`src/rtl/calculator_pkg.sv`:
```
// calculator_pkg: opcode, FSM state and error-cause encodings shared by the calculator core and its ALU.
// Latency: n/a (types and constants only).
// Backpressure: n/a.
package calculator_pkg;

   typedef enum logic [1:0] {
      ALU_ADD = 2'b00,
      ALU_SUB = 2'b01,
      ALU_MUL = 2'b10,
      ALU_DIV = 2'b11
   } alu_op_t;

   typedef enum logic [1:0] {
      IDLE = 2'b00,
      MUL  = 2'b01,
      DIV  = 2'b10,
      DONE = 2'b11
   } alu_state_t;

   // Error causes held internally; the port only exposes "any error".
   localparam logic [1:0] ERR_NONE     = 2'd0;
   localparam logic [1:0] ERR_OVERFLOW = 2'd1;
   localparam logic [1:0] ERR_DIV_ZERO = 2'd2;

endpackage

```
`src/rtl/calculator_alu_divider.sv`:
```
// calculator_alu_divider: iterative unsigned restoring divider, one quotient bit per cycle, remainder dropped.
// Latency: first step on the start edge, done pulses for one cycle after DATA_WIDTH steps; quotient then stable.
// Backpressure: none; start is only issued when idle, quotient holds until the next start.
// Ports: clk, rst (sync, active-high); start/dividend/divisor in; busy, done, quotient out.
module calculator_alu_divider #(
   parameter int DATA_WIDTH = 16
) (
   input  logic                  clk,
   input  logic                  rst,
   input  logic                  start,
   input  logic [DATA_WIDTH-1:0] dividend,
   input  logic [DATA_WIDTH-1:0] divisor,
   output logic                  busy,
   output logic                  done,
   output logic [DATA_WIDTH-1:0] quotient
);
   localparam int W  = DATA_WIDTH;
   localparam int CW = $clog2(W);

   logic [W-1:0]  rem_q, quo_q, dsr_q;
   logic [CW-1:0] cnt;
   logic [W-1:0]  rem_in, quo_in, dsr_in, rem_step, quo_step;
   logic [W:0]    rem_sh, diff;

   // The first step runs straight off the fresh operands on the start edge, so the
   // divider finishes one cycle earlier than a load-then-iterate scheme.
   always_comb begin
      rem_in = start ? {W{1'b0}} : rem_q;
      quo_in = start ? dividend  : quo_q;
      dsr_in = start ? divisor   : dsr_q;
      rem_sh = {rem_in, quo_in[W-1]};
      diff   = rem_sh - {1'b0, dsr_in};
      // Borrow out of the W+1-bit subtraction means the trial remainder went negative: restore.
      if (diff[W]) begin
         rem_step = rem_sh[W-1:0];
         quo_step = {quo_in[W-2:0], 1'b0};
      end else begin
         rem_step = diff[W-1:0];
         quo_step = {quo_in[W-2:0], 1'b1};
      end
   end

   always_ff @(posedge clk) begin
      if (rst) begin
         rem_q <= '0;
         quo_q <= '0;
         dsr_q <= '0;
         cnt   <= '0;
         busy  <= 1'b0;
         done  <= 1'b0;
      end else begin
         done <= 1'b0;
         if (start) begin
            rem_q <= rem_step;
            quo_q <= quo_step;
            dsr_q <= divisor;
            cnt   <= CW'(1);
            busy  <= 1'b1;
         end else if (busy) begin
            rem_q <= rem_step;
            quo_q <= quo_step;
            if (cnt == CW'(W-1)) begin
               busy <= 1'b0;
               done <= 1'b1;
               cnt  <= '0;
            end else begin
               cnt <= cnt + 1'b1;
            end
         end
      end
   end

   assign quotient = quo_q;

endmodule

```
`src/rtl/calculator_alu.sv`:
```
// calculator_alu: valid/ready ALU responder, ADD/SUB/MUL/DIV signed or unsigned, result word plus error flag.
// Latency: ADD/SUB and divide-by-zero 1 cycle; MUL and DIV DATA_WIDTH+1 (MUL 1 with CALC_ALU_FAST_MUL_EN).
// Backpressure: DONE holds result/error unchanged until i_result_ready; one bubble per operation.
// Ports: clk, rst (sync, active-high); i_input_a/b/op/signed/valid + o_input_ready request side;
//        o_result, o_error, o_result_valid + i_result_ready response side.
// Build option: CALC_ALU_FAST_MUL_EN selects a single-cycle combinational multiply (MUL state unused).
module calculator_alu
   import calculator_pkg::*;
#(
   parameter int DATA_WIDTH = 16
) (
   input  logic                  clk,
   input  logic                  rst,
   input  logic [DATA_WIDTH-1:0] i_input_a,
   input  logic [DATA_WIDTH-1:0] i_input_b,
   input  logic [1:0]            i_input_op,
   input  logic                  i_input_signed,
   input  logic                  i_input_valid,
   output logic                  o_input_ready,
   output logic [DATA_WIDTH-1:0] o_result,
   output logic                  o_error,
   output logic                  o_result_valid,
   input  logic                  i_result_ready
);
   localparam int W = DATA_WIDTH;
   localparam logic [2*W-1:0] MAG_LIM = (2*W)'(1) << (W-1);

   // Magnitude product -> {error, result}; a negative result may reach 2^(W-1), a positive one may not.
   function automatic logic [W:0] mul_final(input logic [2*W-1:0] p, input logic neg, input logic sgn);
      logic err;
      if (sgn) err = neg ? (p > MAG_LIM) : (p >= MAG_LIM);
      else     err = |p[2*W-1:W];
      return {err, err ? {W{1'b0}} : (neg ? (W'(0) - p[W-1:0]) : p[W-1:0])};
   endfunction

   // Quotient magnitude -> {error, result}; only -2^(W-1) / -1 yields a positive 2^(W-1).
   function automatic logic [W:0] div_final(input logic [W-1:0] q, input logic neg, input logic sgn);
      logic err;
      err = sgn & ~neg & q[W-1];
      return {err, err ? {W{1'b0}} : (neg ? (W'(0) - q) : q)};
   endfunction

   alu_state_t   state, state_nxt;
   alu_op_t      op_in;
   logic         accept, a_neg, b_neg, b_zero;
   logic [W-1:0] mag_a, mag_b;
   logic [W-1:0] result_q;
   logic [1:0]   err_q;
   logic         sgn_q, neg_q;

   assign op_in  = alu_op_t'(i_input_op);
   assign accept = i_input_valid && (state == IDLE);
   assign a_neg  = i_input_signed & i_input_a[W-1];
   assign b_neg  = i_input_signed & i_input_b[W-1];
   assign mag_a  = a_neg ? (W'(0) - i_input_a) : i_input_a;
   assign mag_b  = b_neg ? (W'(0) - i_input_b) : i_input_b;
   assign b_zero = (i_input_b == '0);

   // ADD/SUB resolve entirely at accept.
   logic [W:0]   add_full;
   logic [W-1:0] sub_diff, addsub_res;
   logic         addsub_err;
   assign add_full = {1'b0, i_input_a} + {1'b0, i_input_b};
   assign sub_diff = i_input_a - i_input_b;

   always_comb begin
      addsub_res = add_full[W-1:0];
      addsub_err = 1'b0;
      if (op_in == ALU_ADD) begin
         if (i_input_signed) addsub_err = (i_input_a[W-1] == i_input_b[W-1]) && (add_full[W-1] != i_input_a[W-1]);
         else                addsub_err = add_full[W];
      end else begin
         addsub_res = sub_diff;
         if (i_input_signed) addsub_err = (i_input_a[W-1] != i_input_b[W-1]) && (sub_diff[W-1] != i_input_a[W-1]);
         else                addsub_err = (i_input_a < i_input_b);
      end
      if (addsub_err) addsub_res = '0;
   end

   logic [W:0] mul_out;
   logic       mul_last;

`ifndef CALC_ALU_FAST_MUL_EN
   localparam int CW = $clog2(W);
   // Shift-add: low half starts as the multiplier and drains out LSB-first as the product fills in.
   logic [2*W-1:0] acc, acc_nxt;
   logic [W-1:0]   mcand;
   logic [CW-1:0]  cnt;
   logic [W:0]     mul_sum;

   assign mul_sum  = {1'b0, acc[2*W-1:W]} + (acc[0] ? {1'b0, mcand} : {(W+1){1'b0}});
   assign acc_nxt  = {mul_sum, acc[W-1:1]};
   assign mul_last = (state == MUL) && (cnt == CW'(W-1));
   assign mul_out  = mul_final(acc_nxt, neg_q, sgn_q);

   always_ff @(posedge clk) begin
      if (rst) begin
         acc   <= '0;
         mcand <= '0;
         cnt   <= '0;
      end else if (accept && (op_in == ALU_MUL)) begin
         acc   <= {{W{1'b0}}, mag_b};
         mcand <= mag_a;
         cnt   <= '0;
      end else if (state == MUL) begin
         acc <= acc_nxt;
         cnt <= mul_last ? '0 : cnt + 1'b1;
      end
   end
`else
   assign mul_out  = mul_final({{W{1'b0}}, mag_a} * {{W{1'b0}}, mag_b}, a_neg ^ b_neg, i_input_signed);
   assign mul_last = 1'b0;
`endif

   logic         div_start, div_busy, div_done, div_fin;
   logic [W-1:0] div_quot;
   logic [W:0]   div_out;

   assign div_start = accept && (op_in == ALU_DIV) && !b_zero;
   assign div_fin   = div_done && !div_busy;
   assign div_out   = div_final(div_quot, neg_q, sgn_q);

   calculator_alu_divider #(.DATA_WIDTH(W)) u_divider (
      .clk      (clk),
      .rst      (rst),
      .start    (div_start),
      .dividend (mag_a),
      .divisor  (mag_b),
      .busy     (div_busy),
      .done     (div_done),
      .quotient (div_quot)
   );

   always_ff @(posedge clk) begin
      if (rst) state <= IDLE;
      else     state <= state_nxt;
   end

   always_comb begin
      state_nxt = state;
      case (state)
         IDLE: if (accept) begin
            case (op_in)
`ifdef CALC_ALU_FAST_MUL_EN
               ALU_MUL: state_nxt = DONE;
`else
               ALU_MUL: state_nxt = MUL;
`endif
               ALU_DIV: state_nxt = b_zero ? DONE : DIV;
               default: state_nxt = DONE;
            endcase
         end
         MUL:  if (mul_last) state_nxt = DONE;
         DIV:  if (div_fin) state_nxt = DONE;
         DONE: if (i_result_ready) state_nxt = IDLE;
         default: state_nxt = IDLE;
      endcase
   end

   always_ff @(posedge clk) begin
      if (rst) begin
         result_q <= '0;
         err_q    <= ERR_NONE;
         sgn_q    <= 1'b0;
         neg_q    <= 1'b0;
      end else begin
         case (state)
            IDLE: if (accept) begin
               sgn_q    <= i_input_signed;
               neg_q    <= a_neg ^ b_neg;
               result_q <= '0;
               err_q    <= ERR_NONE;
               case (op_in)
                  ALU_ADD, ALU_SUB: begin
                     result_q <= addsub_res;
                     err_q    <= addsub_err ? ERR_OVERFLOW : ERR_NONE;
                  end
`ifdef CALC_ALU_FAST_MUL_EN
                  ALU_MUL: begin
                     result_q <= mul_out[W-1:0];
                     err_q    <= mul_out[W] ? ERR_OVERFLOW : ERR_NONE;
                  end
`endif
                  ALU_DIV: if (b_zero) err_q <= ERR_DIV_ZERO;
                  default: ;
               endcase
            end
            MUL: if (mul_last) begin
               result_q <= mul_out[W-1:0];
               err_q    <= mul_out[W] ? ERR_OVERFLOW : ERR_NONE;
            end
            DIV: if (div_fin) begin
               result_q <= div_out[W-1:0];
               err_q    <= div_out[W] ? ERR_OVERFLOW : ERR_NONE;
            end
            DONE: if (i_result_ready) begin
               result_q <= '0;
               err_q    <= ERR_NONE;
            end
            default: ;
         endcase
      end
   end

   assign o_input_ready  = (state == IDLE);
   assign o_result_valid = (state == DONE);
   assign o_result       = result_q;
   assign o_error        = (err_q != ERR_NONE);

endmodule

```
`config.mk`:
```
export PLATFORM = sky130hd
export DESIGN_NAME = calculator_alu
export DESIGN_NICKNAME = d
export VERILOG_FILES = /design/src/rtl/calculator_pkg.sv /design/src/rtl/calculator_alu_divider.sv /design/src/rtl/calculator_alu.sv
export SDC_FILE = /design/constraint.sdc
export NUM_CORES = 1
export LEC_CHECK = 0
export BUFFER_PORTS_ARGS = -buffer_cell sky130_fd_sc_hd__buf_2
export CAP_MARGIN = 20
export CORE_ASPECT_RATIO = 0.75
export CORE_MARGIN = 4
export CORE_UTILIZATION = 50
export DETAILED_ROUTE_END_ITERATION = 16
export PLACE_DENSITY = 0.71
export RECOVER_POWER = 100
export SLEW_MARGIN = 20
export SYNTH_ARGS = -nofsm -noshare
export SYNTH_HDL_FRONTEND = slang
export SYNTH_SLANG_ARGS = --single-unit
```
`constraint.sdc`:
```
create_clock -name clk -period 6.11 [get_ports clk]
set_input_delay 0.3055 -clock clk [delete_from_list [all_inputs] [get_ports clk]]
set_output_delay 0.3055 -clock clk [all_outputs]
set_load 0.1 [all_outputs]
```
* Word level (Yosys, flattened, before mapping)
Index checks and enable logic that the tools add are counted.
** Storage, ports and cells
- Flip-flop bits (word level) :: 128
- Word-level logic and storage cells :: 130
- Bits of input ports :: 39
- Output and inout port bits :: 19
** Cells by class
- Bitwise operators :: 7
- Magnitude comparators :: 3
- $add $sub $neg :: 10
- Reduce and logical (&&, ||, !) cells :: 23
- Equal/unequal tests :: 16
- Multiplexer cells :: 55
** Operators by type and width (count)
- 16-bit two-way mux :: 24
- 16-bit one-hot mux with 4 select lines :: 1
- 1-bit by 16-bit subtractor with 16-bit output (first input constant) :: 4
- 16-bit by 16-bit adder with 17-bit output :: 2
- 32-bit by 16-bit greater-or-equal comparator with 1-bit output (second input constant) :: 1
- 32-bit by 16-bit greater-than comparator with 1-bit output (second input constant) :: 1
- 17-bit by 16-bit subtractor with 17-bit output :: 1
- 16-bit logical NOT :: 1
- 16-bit < comparator :: 1
- 1-bit two-way mux :: 16
- 2-bit two-way mux :: 8
- 2-bit one-hot mux with 4 select lines :: 2
- 16-bit OR reduction :: 1
- 16-bit subtractor :: 1
- 4-bit by 1-bit adder with 4-bit output (second input constant) :: 2
- 2-bit equality test (second input constant) :: 4
- 4-bit equality test (second input constant) :: 2
- 1-bit logical AND :: 8
- 4-bit two-way mux :: 2
- 2-bit one-hot mux with 2 select lines :: 2
- 2-bit nonzero test :: 3
- 2-bit OR reduction :: 3
- 1-bit bitwise AND :: 4
- 2-bit by 1-bit equality test with 1-bit output (second input constant) :: 2
- other kinds (11) :: 18

* Depth between registers and ports, before layout
- Depth after elaboration :: 9
- Gate-level depth with buffers :: 22
- Gate-level depth less buffers :: 18

* Modules after synthesis
Synthesis repeated with hierarchy kept, for this count alone.
** Second synthesis, totals
- Cell total of the unflattened synthesis :: 1303
- Area, all modules :: 10191.0 um^2
** Modules (own cells, without submodules)
- calculator_alu :: area an instance 7144.4 um^2, cells an instance 954, sequential area each 1481.4 um^2, instances 1
- calculator_alu_divider :: area an instance 3046.7 um^2, cells an instance 349, sequential area each 1081.0 um^2, instances 1

* Worst setup path after synthesis
No wires, ideal clock.
- Path kind :: register -> register
- Start :: register state[0]
- End :: register u_divider.rem_q[0]
- Arrival time :: 4.834 ns
- Buffers on the path :: 4
- Cell stages (with the launch flop) :: 21
- Slack :: 1.157 ns
- Required time :: 5.990 ns
- Setup time :: 0.120 ns
- Period minus slack after synthesis :: 4.953 ns
- Cell sequence :: dfxtp_1 -> inv_1 -> ha_1 -> clkbuf_1 -> nand2_1 -> a211o_1 -> clkbuf_1 -> clkbuf_1 -> a21oi_1 -> inv_1 -> fa_1 -> nor2b_1 -> o2111ai_1 -> nand4_1 -> a32oi_1 -> a21oi_1 -> nor2_1 -> xnor2_1 -> clkbuf_1 -> nor4_1 -> a211o_1
** Between the ends
- Longest elaborated chain between the ends :: 9
- Elaborated cells on any way between the ends :: 12
- Classes of those cells :: 1 x add/sub; 6 x mux; 5 x reduce/logical
** RTL lines
- start: declaration :: line calculator_alu.sv:43 : alu_state_t state, state_nxt;
- start signal: assignment :: line calculator_alu.sv:136 : else state <= state_nxt;
- 2-bit logical NOT (*)
- via o_input_ready :: line calculator_alu.sv:19 : output logic o_input_ready,
- 1-bit logical AND (*) :: line calculator_alu.sv:52 : assign accept = i_input_valid && (state == IDLE);
- 1-bit logical AND (*) (2 in series) :: line calculator_alu.sv:119 : assign div_start = accept && (op_in == ALU_DIV) && !b_zero;
- 16-bit two-way mux (*) :: line calculator_alu_divider.sv:30 : dsr_in = start ? divisor : dsr_q;
- via u_divider.dsr_in[1] :: line calculator_alu_divider.sv:22 : logic [W-1:0] rem_in, quo_in, dsr_in, rem_step, quo_step;
- 17-bit by 16-bit subtractor with 17-bit output (*) :: line calculator_alu_divider.sv:32 : diff = rem_sh - {1'b0, dsr_in};
- 16-bit two-way mux (*) :: line calculator_alu_divider.sv:34 : if (diff[W]) begin
- 16-bit two-way mux :: line calculator_alu_divider.sv:59 : end else if (busy) begin
- 16-bit two-way mux (*) :: line calculator_alu_divider.sv:53 : if (start) begin
- end signal: assignment :: line calculator_alu_divider.sv:54 : rem_q <= rem_step;
- end signal: assignment :: line calculator_alu_divider.sv:60 : rem_q <= rem_step;
- end: declaration :: line calculator_alu_divider.sv:20 : logic [W-1:0] rem_q, quo_q, dsr_q;
Mark *: on every way through the listed nets, which the timed path passes. The rest lies on a longest branch. The select of a mux whose other input is x is not followed.
A chain may end at the register's enable or synchronous reset.

* Final worst setup path
- Start :: register acc[0]
- End :: register result_q[4], in the netlist o_result[4]
** Between the ends
- Longest elaborated chain between the ends :: 8
- Elaborated cells on any way between the ends :: 10
- Classes of those cells :: 1 x add/sub; 2 x order compare; 6 x mux; 1 x reduce/logical
** RTL lines
- start: declaration :: line calculator_alu.sv:86 : logic [2*W-1:0] acc, acc_nxt;
- start signal: assignment :: line calculator_alu.sv:102 : acc <= {{W{1'b0}}, mag_b};
- start signal: assignment :: line calculator_alu.sv:106 : acc <= acc_nxt;
- 16-bit two-way mux (*) :: line calculator_alu.sv:91 : assign mul_sum = {1'b0, acc[2*W-1:W]} + (acc[0] ? {1'b0, mcand} : {(W+1){1'b0}});
- 16-bit by 16-bit adder with 17-bit output (*) :: line calculator_alu.sv:91
- 32-bit by 16-bit greater-or-equal comparator with 1-bit output or 32-bit by 16-bit greater-than comparator with 1-bit output (tied branches) :: line calculator_alu.sv:31 : if (sgn) err = neg ? (p > MAG_LIM) : (p >= MAG_LIM);
- 1-bit two-way mux :: line calculator_alu.sv:31
- 1-bit two-way mux (*) :: line calculator_alu.sv:31
- 16-bit two-way mux (*) :: line calculator_alu.sv:33 : return {err, err ? {W{1'b0}} : (neg ? (W'(0) - p[W-1:0]) : p[W-1:0])};
- 16-bit two-way mux (*) :: line calculator_alu.sv:188 : MUL: if (mul_last) begin
- 16-bit one-hot mux with 4 select lines (*) :: line calculator_alu.sv:167 : case (state)
- end signal: assignment :: line calculator_alu.sv:175 : result_q <= addsub_res;
- end signal: assignment :: line calculator_alu.sv:189 : result_q <= mul_out[W-1:0];
- end signal: assignment :: line calculator_alu.sv:193 : result_q <= div_out[W-1:0];
- end: declaration :: line calculator_alu.sv:47 : logic [W-1:0] result_q;
Mark *: on every way between the ends. The rest lies on a longest branch, timed or not. The select of a mux whose other input is x is not followed.

==> summary.md <==
| Metric | Value |
|---|---|
| Status | finished, violations left |
| Failing checks | max-capacitance violations, max-slew violations |
| Most common cell in the synthesized netlist | nor2_1 |
| Worst min path class | input pin to flop |
| CTS H-Tree Depth | 4 |
| I/O Buffers | 57 |
| Post-synth EDFFs | 0 |
| Largest cells by area after synthesis | dfxtp_1 26%, ha_1 9.2%, a211oi_1 7.5% |
| Hold EP | mcand[0] |
| Clock root buffer master | clkbuf_16 |
| Worst reg2reg path startpoint | acc[0] |
| GP Congestion | between 0.9 and 1 |
| WL/cell | roughly 18 um |
| Die height | between 100 and 150 um |
| # nets final | between 1,000 and 1,500 |
| Max cap viols | 4 |
| Tmin final | approximately 5.3 ns |
| # DRC | 0 |
| Most frequent cells after synthesis | 167 x nor2_1, 128 x dfxtp_1, 101 x a211oi_1 |
| Critical Path Sink Type | flop |
| TNS Setup | 0 ns |
| Clock skew | 0.00877 ns |
| Die ar. | approximately 22,000 sq um |
| Row count | 44 |
| Worst path top cell family by delay | simple AND/OR/NAND/NOR gates |
| Area of the mapped netlist | 10,000 sq um |
| Sequential Area | ~2600 sq um |
| Final WS setup | around 0.77 ns |
| Vias | 9,666 |
| Async SR Flop Fraction | 0% |
| Final antenna-violating net count | 0 |
| Pleak | around 4.4 nW |
| Fmax | ~0.19 GHz |
| Most area-hungry cell type in the Yosys netlist | dfxtp_1 |
| Pwr dens | 389 nW/um^2 |
| Final hold vios | 0 |
| First drt pass iteration count | 5 |
| Die width | approximately 170 um |
| R2R setup slack | roughly 0.77 ns |
| DP HPWL | 22,200 um |
| Syn Inst Count | 1,319 |
| Slew Limit Fails | between 90 and 100 |
| Slew HR | -74.2% |
| Congestion Overflow GR | 0 |
| Critical setup path kind | flop to flop |
| Cell Chain, Critical Path | and2_0, ha_1, inv_1, fa_1, nand2b_1, a211oi_1, o21ai_0, o21ai_0, a2bb2oi_1, nand3_1, nor4_1, nand3_1, a211oi_1 |
| Total track usage | between 20% and 30% |
| Setup bufs post-CTS | 0 |
| Clk buf depth | 2 |
| Ys flop type | dfxtp_1 |
| First-pass GRT wire length | 46,600 um |
| Clk sinks | 128 |
| Worst-margin pin slew | about 2.6 ns |
| Share of layout cells above drive strength 1 | about 6.6% |
| TritonCTS clock tree | yes |
| Post-synth top area share | between 20% and 30% |
| Max incr delay on CP | around 1.4 ns |
| Critical Path RT | 6.44 ns |
| Sequential fraction of the synthesis area | between 20% and 30% |
| WL final | 29,400 um |
| Initial Util | about half |
| Max VDD drop | 0.255 mV |
| Crit share post-route | between 80% and 90% |
| Ant. Diodes | 0 |
| Cts hold-fix bufs | 0 |
| DR vias/cell | 6.06 |
| Multi-input logic area | just under 7000 sq um |
| Initial antenna violation count | 0 |
| Final setup viols | 0 |
| Min-Delay Path Depth | 3 |
| CP Data Arrival Time | approximately 5.7 ns |
| Vias in the first global route | between 8,000 and 9,000 |
| Top-level port count | 58 |
| DP Worst Slack | about 1.0 ns |
| Startpoint Class | flop |
| Filler instances | roughly 1,900 |
| Post-CTS sizing | 0 |
| 1st-iter DRT viols | roughly 900 |
| Worst-skew pair later-pin latency | between 0.4 and 0.5 ns |
| Post-Syn Nets | 1,436 |
| Total CTS buffers | 17 |
| Flip-flop and latch count after synthesis | 128 |
| R2R cell count | 13 |
| Unrepaired setup endpoints after global routing | false |
| Area Growth Syn to Fin | 9.14% |
| Syn avg cell area | ~7.6 sq um |
| Largest net degree at the start of global routing | between 60 and 70 |
| Slowest-stage cell, CP | nor4_1 |
| Critical Path Fanout Max | 17 |
| Ys Warns | 0 |
| End of the worst register-to-register path | o_result[4] |
| Worst Hold Launch | i_input_a[0] |
| Reg clk slew, reported paths | around 0.070 ns |
| Buf/Inv on CP | 1 |
| Core area | 19,500 sq um |
| Distinct cell type count after synthesis | approximately 70 |
==> worst min-delay path, cell delays in order <==
cell     delay, ns
buf_2         0.14
nand2_1       0.06
a21oi_1       0.05
==> through the flow <==
| stage | utilization [%] | hold slack, ns | cell area, sq um | power [mW] | cells |
|---|---|---|---|---|---|
| after floorplan | - | 0.432 | 10000 | 2.79 | 1319 |
| after global placement | 53.5 | 0.442 | 10500 | 3.22 | 1562 |
| after detailed placement | 53.5 | 0.444 | 10500 | 3.25 | 1562 |
| after CTS | 56.6 | 0.184 | 11100 | 4.29 | 1594 |
| after global routing | 56.1 | 0.206 | 11000 | 4.53 | 1595 |
| final | 56.1 | 0.195 | 11000 | 4.27 | 1595 |
==> layout make-up <==
type	count	share of cell area, %
repair buffers	68	2.98
inverters	60	2.05
well taps	253	2.89
clock buffers	17	3.88
multi-input cells	1054	63.3
flip-flops and latches	128	23.4
clock inverters	15	1.51
==> cell usage in the layout, fill, tap and decap left out, drive strengths merged, types with 42 or more instances in the layout <==
master | netlist | routed
a211oi | 109 | 109
xnor2 | 62 | 62
clkbuf | 74 | 42
buf | 3 | 43
nand2 | 96 | 96
dfxtp | 128 | 128
inv | 60 | 70
a21oi | 99 | 99
o21ai | 65 | 65
nor2 | 167 | 167
ha | 74 | 74
==> power by group <==
part           total [mW]  internal [mW]  switching, mW
registers            1.08          0.971          0.113
clock network        1.03          0.581          0.452
logic                2.15          0.699           1.45
==> layer usage <==
| layer | global-route usage, % | wire, um |
|---|---|---|
| met5 | 0 | 0 |
| met4 | 4.33 | 189 |
| met3 | 6.44 | 2820 |
| met2 | 37.6 | 12200 |
| met1 | 40.0 | 14200 |
==> kinds of logic after synthesis <==
family          count (synthesis)  synth area share (%)
simple gates                  473                  22.9
compound gates                376                  24.9
buf+inv                       137                  5.12
flops                         128                  25.5
xor+xnor                       93                  8.11
fa+ha+maj                      78                  10.0
mux                            34                  3.41
==> sequential cells by signal, summed over array words and instances, names as in the netlist, 4 cells and up <==
| register | flops |
|---|---|
| acc | 32 |
| cnt | 4 |
| mcand | 16 |
| o_result | 16 |
| u_divider.cnt | 4 |
| u_divider.dsr_q | 16 |
| u_divider.quotient | 16 |
| u_divider.rem_q | 16 |
==> worst max-delay path by stage <==
stage,start,end,slack [ns],cells after the start
global placement,i_input_b[0],u_divider.rem_q[9],1.22,20
floorplan,state[0],u_divider.rem_q[0],1.16,20
CTS,state[0],u_divider.rem_q[8],1.15,19
finish,acc[0],o_result[4],0.77,13
detailed placement,i_input_b[4],u_divider.rem_q[8],1.02,21
global route,i_input_b[4],u_divider.rem_q[6],0.44,21
No activity file was read; power rests on OpenSTA's default activity.
